--- src/rtl/move_sched.sv ---
// move_sched: turns one abstract maze move into a shared step-controller launch, then waits
// for both wheels plus a settle interval before pulsing done. Watchdog/FAULT via MOVE_TIMEOUT_EN.
module move_sched #(
    parameter logic [15:0] FWD_DEGS       = 16'd360,
    parameter logic [15:0] TURN_DEGS      = 16'd180,
    parameter logic [15:0] SETTLE_CYCLES  = 16'd8000,
    parameter logic [23:0] TIMEOUT_CYCLES = 24'd8000000
) (
    input  logic        clk,
    input  logic        rst_n,
    input  logic        cmd_valid,
    input  logic [1:0]  cmd,
    output logic        cmd_ready,
    input  logic        motor_en_l,
    input  logic        motor_en_r,
    input  logic        fault_clr,
    output logic        step_en,
    output logic [15:0] step_ndegs,
    output logic        dir_l,
    output logic        dir_r,
    output logic        busy,
    output logic        done,
    output logic        fault,
    output logic        step_abort
);

    typedef enum logic [2:0] {
        S_IDLE,
        S_LAUNCH,
        S_RUN,
        S_SETTLE
`ifdef MOVE_TIMEOUT_EN
        , S_FAULT
`endif
    } state_t;

    localparam logic [16:0] UTURN_SUM  = {1'b0, TURN_DEGS} + {1'b0, TURN_DEGS};
    localparam logic [15:0] UTURN_DEGS = UTURN_SUM[16] ? 16'hFFFF : UTURN_SUM[15:0];

    state_t      state_q;
    logic [15:0] ndegs_q;
    logic [15:0] settle_q;
    logic        dir_l_q;
    logic        dir_r_q;
    logic        seen_l_q;
    logic        seen_r_q;
    logic        done_q;
    logic        run_exit;

    // Sticky seen flags catch the single-cycle motor_en pulse of a zero-degree move.
    assign run_exit = seen_l_q & seen_r_q & ~motor_en_l & ~motor_en_r;

`ifdef MOVE_TIMEOUT_EN
    logic [23:0] wdog_q;
    logic        wdog_hit;
    // wdog_q holds cycles elapsed since LAUNCH, so the trip lands exactly TIMEOUT_CYCLES after it.
    assign wdog_hit = ({1'b0, wdog_q} + 25'd1) >= {1'b0, TIMEOUT_CYCLES};
`else
    logic unused_cfg;
    assign unused_cfg = fault_clr ^ (^TIMEOUT_CYCLES);
`endif

    always_ff @(posedge clk or negedge rst_n) begin
        if (!rst_n) begin
            state_q  <= S_IDLE;
            ndegs_q  <= '0;
            settle_q <= '0;
            dir_l_q  <= 1'b1;
            dir_r_q  <= 1'b1;
            seen_l_q <= 1'b0;
            seen_r_q <= 1'b0;
            done_q   <= 1'b0;
`ifdef MOVE_TIMEOUT_EN
            wdog_q   <= '0;
`endif
        end else begin
            done_q <= 1'b0;
            case (state_q)
                S_IDLE: begin
                    if (cmd_valid) begin
                        case (cmd)
                            2'd0: begin ndegs_q <= FWD_DEGS;   dir_l_q <= 1'b1; dir_r_q <= 1'b1; end
                            2'd1: begin ndegs_q <= TURN_DEGS;  dir_l_q <= 1'b0; dir_r_q <= 1'b1; end
                            2'd2: begin ndegs_q <= TURN_DEGS;  dir_l_q <= 1'b1; dir_r_q <= 1'b0; end
                            default: begin ndegs_q <= UTURN_DEGS; dir_l_q <= 1'b0; dir_r_q <= 1'b1; end
                        endcase
                        state_q <= S_LAUNCH;
                    end
                end
                S_LAUNCH: begin
                    seen_l_q <= 1'b0;
                    seen_r_q <= 1'b0;
`ifdef MOVE_TIMEOUT_EN
                    wdog_q   <= 24'd1;
`endif
                    state_q  <= S_RUN;
                end
                S_RUN: begin
                    seen_l_q <= seen_l_q | motor_en_l;
                    seen_r_q <= seen_r_q | motor_en_r;
`ifdef MOVE_TIMEOUT_EN
                    wdog_q   <= wdog_q + 24'd1;
`endif
                    if (run_exit) begin
                        if (SETTLE_CYCLES != '0) begin
                            settle_q <= SETTLE_CYCLES;
                            state_q  <= S_SETTLE;
                        end else begin
                            done_q  <= 1'b1;
                            state_q <= S_IDLE;
                        end
                    end
`ifdef MOVE_TIMEOUT_EN
                    else if (wdog_hit) begin
                        state_q <= S_FAULT;
                    end
`endif
                end
                S_SETTLE: begin
                    settle_q <= settle_q - 16'd1;
`ifdef MOVE_TIMEOUT_EN
                    wdog_q   <= wdog_q + 24'd1;
`endif
                    if (settle_q == 16'd1) begin
                        done_q  <= 1'b1;
                        state_q <= S_IDLE;
                    end
`ifdef MOVE_TIMEOUT_EN
                    else if (wdog_hit) begin
                        state_q <= S_FAULT;
                    end
`endif
                end
`ifdef MOVE_TIMEOUT_EN
                S_FAULT: begin
                    if (fault_clr) begin
                        state_q <= S_IDLE;
                    end
                end
`endif
                default: state_q <= S_IDLE;
            endcase
        end
    end

    assign cmd_ready  = (state_q == S_IDLE);
    assign busy       = (state_q != S_IDLE);
    assign step_en    = (state_q == S_LAUNCH);
    assign step_ndegs = ndegs_q;
    assign dir_l      = dir_l_q;
    assign dir_r      = dir_r_q;
    assign done       = done_q;
`ifdef MOVE_TIMEOUT_EN
    assign fault      = (state_q == S_FAULT);
    assign step_abort = (state_q == S_FAULT);
`else
    assign fault      = 1'b0;
    assign step_abort = 1'b0;
`endif

endmodule

--- config.mk ---
export PLATFORM = sky130hd
export DESIGN_NAME = move_sched
export DESIGN_NICKNAME = d
export VERILOG_FILES = /design/src/rtl/move_sched.sv
export SDC_FILE = /design/constraint.sdc
export NUM_CORES = 1
export LEC_CHECK = 0
export ABC_AREA = 1
export BUFFER_PORTS_ARGS = -buffer_cell sky130_fd_sc_hd__buf_2
export CELL_PAD_IN_SITES_DETAIL_PLACEMENT = 0
export CELL_PAD_IN_SITES_GLOBAL_PLACEMENT = 1
export CORE_UTILIZATION = 43
export CTS_CLUSTER_SIZE = 10
export DETAILED_ROUTE_END_ITERATION = 10
export PLACE_DENSITY_LB_ADDON = 0.1
export SETUP_SLACK_MARGIN = 0.4
export SYNTH_ARGS = -nofsm -noshare
export SYNTH_HDL_FRONTEND = slang
export SYNTH_SLANG_ARGS = --single-unit
--- constraint.sdc ---
create_clock -name clk -period 2.1 [get_ports clk]
set_input_delay 0.21 -clock clk [delete_from_list [all_inputs] [get_ports clk]]
set_output_delay 0.21 -clock clk [all_outputs]
set_load 0.01 [all_outputs]
After elaboration in Yosys (flattened, before gate mapping)

Index checks and enable logic that the tools add are counted.
W data, S select, Z words.

Multiplexer cells: 13
Reductions and logical operators: 10
Equal/unequal tests: 9
Add/sub/neg operators: 1
Bitwise gates (word level): 7

Operators by type and width:

| operator                | number |
|---|---|
| $pmux W16 S2            | 1 |
| $eq A16 B1 Y1 const B   | 1 |
| $mux W16                | 1 |
| $sub A16 B1 Y16 const B | 1 |
| $pmux W3 S4             | 1 |
| $mux W3                 | 3 |
| $mux W9                 | 1 |
| $eq A3 B2 Y1 const B    | 2 |
| $ne A2 B2 Y1 const B    | 3 |
| $mux W1                 | 4 |
| $pmux W1 S2             | 2 |
| $reduce_and A2 Y1       | 2 |
| $reduce_bool A2 Y1      | 2 |
| $reduce_or A2 Y1        | 2 |
| $and A1 B1 Y1           | 3 |
| $eq A3 B1 Y1 const B    | 1 |
| $logic_not A3 Y1        | 1 |
| $reduce_and A3 Y1       | 1 |
| $reduce_bool A3 Y1      | 1 |
| $eq A2 B1 Y1 const B    | 1 |
| $eq A2 B2 Y1 const B    | 1 |
| $logic_not A2 Y1        | 1 |
| $not A1 Y1              | 2 |
| $or A1 B1 Y1            | 2 |

Input port bits: 8
Output and inout bits: 24
Logic and storage cells: 48
Register bits: 40

Longest topological paths before layout

Depth in word-level cells: 5
Depth in mapped cells: 9
Gate-level depth less buffers: 9

Least setup slack after synthesis

Ideal clock, no wire load.

Path type: reg-to-reg
Start: register state_q[0]
End: register settle_q[5]
Cell stages (with the launch flop): 9
Library setup time: 0.119 ns
Path buffers: 1
Period minus slack after synthesis: 1.393 ns
Arrival time: 1.274 ns
Path slack: 0.707 ns
Cells stage by stage: dfrtp_1 inv_1 ha_1 inv_1 nand2_2 nand2_4 buf_4 a21oi_1 nor2_1

Word-level cells in the longest chain between the ends: 3
Elaborated cells on any way between the ends: 6
Those cells by class: eq/ne (3); mux (1); reduce/logical (2)

RTL lines:

| element                                                      | line | text |
|---|---|---|
| start: declaration                                           | 40   | `state_t state_q;` |
| start signal: assignment                                     | 65   | `state_q <= S_IDLE;` |
| start signal: assignment                                     | 87   | `state_q <= S_LAUNCH;` |
| start signal: assignment                                     | 96   | `state_q <= S_RUN;` |
| $eq A3 B2 Y1                                                 | 78   | `case (state_q)` |
| $ne A2 B2 Y1 (no line) or $reduce_bool A2 Y1 (tied branches) | -    |  |
| $reduce_and A2 Y1 (no line)                                  | -    |  |
| end signal: assignment                                       | 120  | `settle_q <= settle_q - 16'd1;` |
| end: declaration                                             | 42   | `logic [15:0] settle_q;` |

Several ways; a longest one is shown, not always the timed one.
A chain may end at the register's enable or synchronous reset.

Final worst setup path

Start: register state_q[0]
End: register settle_q[15]

The elaborated chain is that of the path after synthesis.

==> implementation parameters <==
Parameter                              Value

Critical path
  Data required, critical path    2.31 ns
  Worst setup EP type    register
  Element type at the critical path start    register
  Peak fanout along the critical path    27
  Arrival time of the worst setup path    1.75 ns
  Path type of the worst setup path    reg -> reg

Place
  DP Area    1790 sq um
  Pre-CTS WS    0.425 ns
  Half-perimeter wire length after detailed placement    2540 um
  Cell total after placement    278
  Port bufs    19
  Routability-driven placement congestion ratio    0.802

Logic synthesis
  Share of Yosys cell area claimed by the top area cell type    0.346
  Yosys top cell by area    dfrtp_1
  Synth Area in XOR/XNOR    0
  Avg Inst Size Synth    7.92 sq um
  FF+latch count, synth    26
  Multiplexer fraction of the synthesized cell area    0
  Main synth FF type    dfrtp_1
  Share of the yosys chip area belonging to registers    0.376
  Share of synthesized registers carrying an async set or reset    1.00
  Synthesized-area fraction occupied by and/or/nand/nor cells    0.369
  Area fraction in compound gates after synthesis    0.0534
  Distinct cell type count after synthesis    31
  Top cells by area in the synthesized netlist    dfrtp_1 35%, nand2_1 11%, buf_4 6.9%
  Post-synthesis share of cell area spent on full adders, half adders and majority gates    0.0649
  YS warnings    0
  Netlist area before placement    1740 sq um
  Number of synthesized flops with an enable pin    0
  Cells after Synth    219
  Largest family of logic cells by synthesized area    simple AND/OR/NAND/NOR gates

Timing
  Final worst path period share    0.735
  Final number of max-transition violations    0
  Finish-stage setup viols    0
  Setup repair after global routing missed its margin    false
  Worst hold-check slack    0.297 ns
  Worst slew pin tran    0.607 ns
  Relative slew slack    0.596
  Clock period minus final worst setup slack    1.54 ns
  Final hold violation count    0
  Highest clock rate    0.648 GHz
  Final worst setup slack    0.556 ns
  Fin Clk Skew    0.00205 ns
  Total Neg Setup Slack    0 ns

Cells and area
  Number of antenna diodes    0
  Design area    1880 sq um
  Post-layout nets    253
  Non-filler cells, final    283
  Utilization after layout    0.498
  Share of layout cells above drive strength 1    0.213
  Area growth syn-to-layout    8.22%

Floorplanning
  Placeable core area    3770 sq um
  Io pins    32
  Floorplan die height    65.5 um
  Starting utilization of the core area    0.460
  Number of rows in the core area    22
  DIE WIDTH    65.5 um
  Die Outline Area    4290 sq um

Power
  Combinational cell fraction of total power    0.483
  Psw    1.17 mW
  Switching part of the total power    0.456
  Proportion of power drawn by the clock network    0.165
  Leak pwr    0.963 nW
  Cell-internal power    1.40 mW
  Overall Power    2.58 mW
  Power Dens Cells    1370 nW/um^2
  Worst voltage drop across the vdd grid    0.511 mV
  Share of total power in sequential cells    0.352

Clocking
  TritonCTS clock tree    built
  Clock root buffer    clkbuf_8
  Num Clock Sinks    26
  Depth of the CTS H-tree    1
  Insertion delay to the later sink of the worst-skew pair    0.28 ns
  Max Root-Sink Buffers    2
  Worst-path clk slew    0.09 ns
  Setup bufs post-CTS    0
  CTS Buf Count    3

Global route
  Number of global-route vias before repair    1313
  Initial antenna violation count    0
  All-Layer GR Usage    0.178
  GR Overflow Total    0
  Maximum number of pins on one net before global-route repair    28
  Global-route wire length before repair    5950 um

Routing
  Antenna violation net count after detailed routing    0
  Count of unresolved DRC violations after routing    0
  Routed len/inst    11.8 um
  Pre-Repair DR Iteration Count    4
  Total via count after detailed routing    1366
  Post-Route WL    3350 um
  Initial DRC Count    75
  Number of vias per cell    4.83

Run
  MaxCap Viol Count    0

Hold path
  Min-Delay Path Class    in -> reg

Outcome
  Status    completed
[metal layers]
layer  part of all wire  GRT usage
met1               0.51      0.243
met2               0.44      0.277
met3              0.030     0.0278
met4              0.020     0.0734
met5                  0          0
[Yosys cell counts, types with 3 or more instances]
cell / n
inv_1: 22
a21oi_1: 7
buf_4: 16
dfrtp_1: 24
nor2_2: 8
ha_1: 9
nand2_1: 49
nand4_1: 8
nand2_4: 4
nor2_1: 25
nand3_1: 16
nor2_4: 3
[power by group through the flow]
stage          combinational (mW)  clock (mW)  sequential, mW
2_1_floorplan                1.01           0           0.896
3_3_place_gp                 1.20           0           0.909
3_5_place_dp                 1.24           0           0.917
4_1_cts                      1.26       0.436           0.909
5_1_grt                      1.43       0.460           0.939
6_report                     1.24       0.425           0.908
[cell usage in the layout, fill, tap and decap left out, drive strengths merged, types with 2 or more instances in the layout]
cell / synthesis / final
nand2: 55 / 55
nor2: 37 / 37
dfrtp: 24 / 24
inv: 24 / 24
buf: 18 / 19
nand3: 18 / 18
conb: 1 / 11
ha: 9 / 9
nand4: 8 / 8
a21oi: 7 / 7
o21ai: 4 / 4
clkbuf: 0 / 3
o21bai: 2 / 2
nand3b: 2 / 2
dfstp: 2 / 2
or2: 2 / 2
[flip-flops by register name (all words and copies together), names as in the netlist]
name        count
settle_q       16
step_ndegs      3
state_q         2
dir_l           1
dir_r           1
done            1
seen_l_q        1
seen_r_q        1
[final timing paths]
kind / startpoint / end / slack [ns] / cells after the start
setup / recovery: state_q[0] / settle_q[15] / 0.56 / 9
hold / removal: motor_en_l / seen_l_q / 0.30 / 4
setup reg to reg: state_q[0] / settle_q[15] / 0.56 / 9
hold reg to reg: step_ndegs[5] / step_ndegs[5] / 0.48 / 1
max in group asynchronous: rst_n / settle_q[12] / 1.24 / 2
min in group asynchronous: rst_n / settle_q[10] / 0.47 / 2
[cells by family after synthesis]
| kind of cell | count (synthesis) |
|---|---|
| adder cells (fa/ha/maj) | 9 |
| AND/OR/NAND/NOR | 125 |
| flip-flops | 26 |
| buffers and inverters | 42 |
| other | 1 |
| AO/OA/AOI/OAI | 16 |
[worst max-delay path, cell delays in order, from the launching register on]
cell	delay [ns]
dfrtp_1	0.44
inv_1	0.09
ha_2	0.22
inv_1	0.09
nand2_2	0.09
nand2_8	0.18
inv_2	0.10
nor2_2	0.11
nor2_1	0.04
nor2_1	0.11
[area by class of cell]
cell class                      count  area [sq um]
Multi-Input combinational cell    161           898
Clock buffer                        3          41.3
Clock inverter                      1          30.0
Inverter                           24          90.1
Tap cell                           48          60.1
Timing Repair Buffer               20           105
Sequential cell                    26           653
Fill cell                         381          1890
[what timing repair did]
| action | CTS | global route |
|---|---|---|
| gates resized for setup | 1 | 1 |
| setup endpoints to repair | 1 | 13 |
| hold endpoints to repair | 24 | 0 |
| hold buffers | 1 | 0 |
Power figures use the tool's default switching activity.
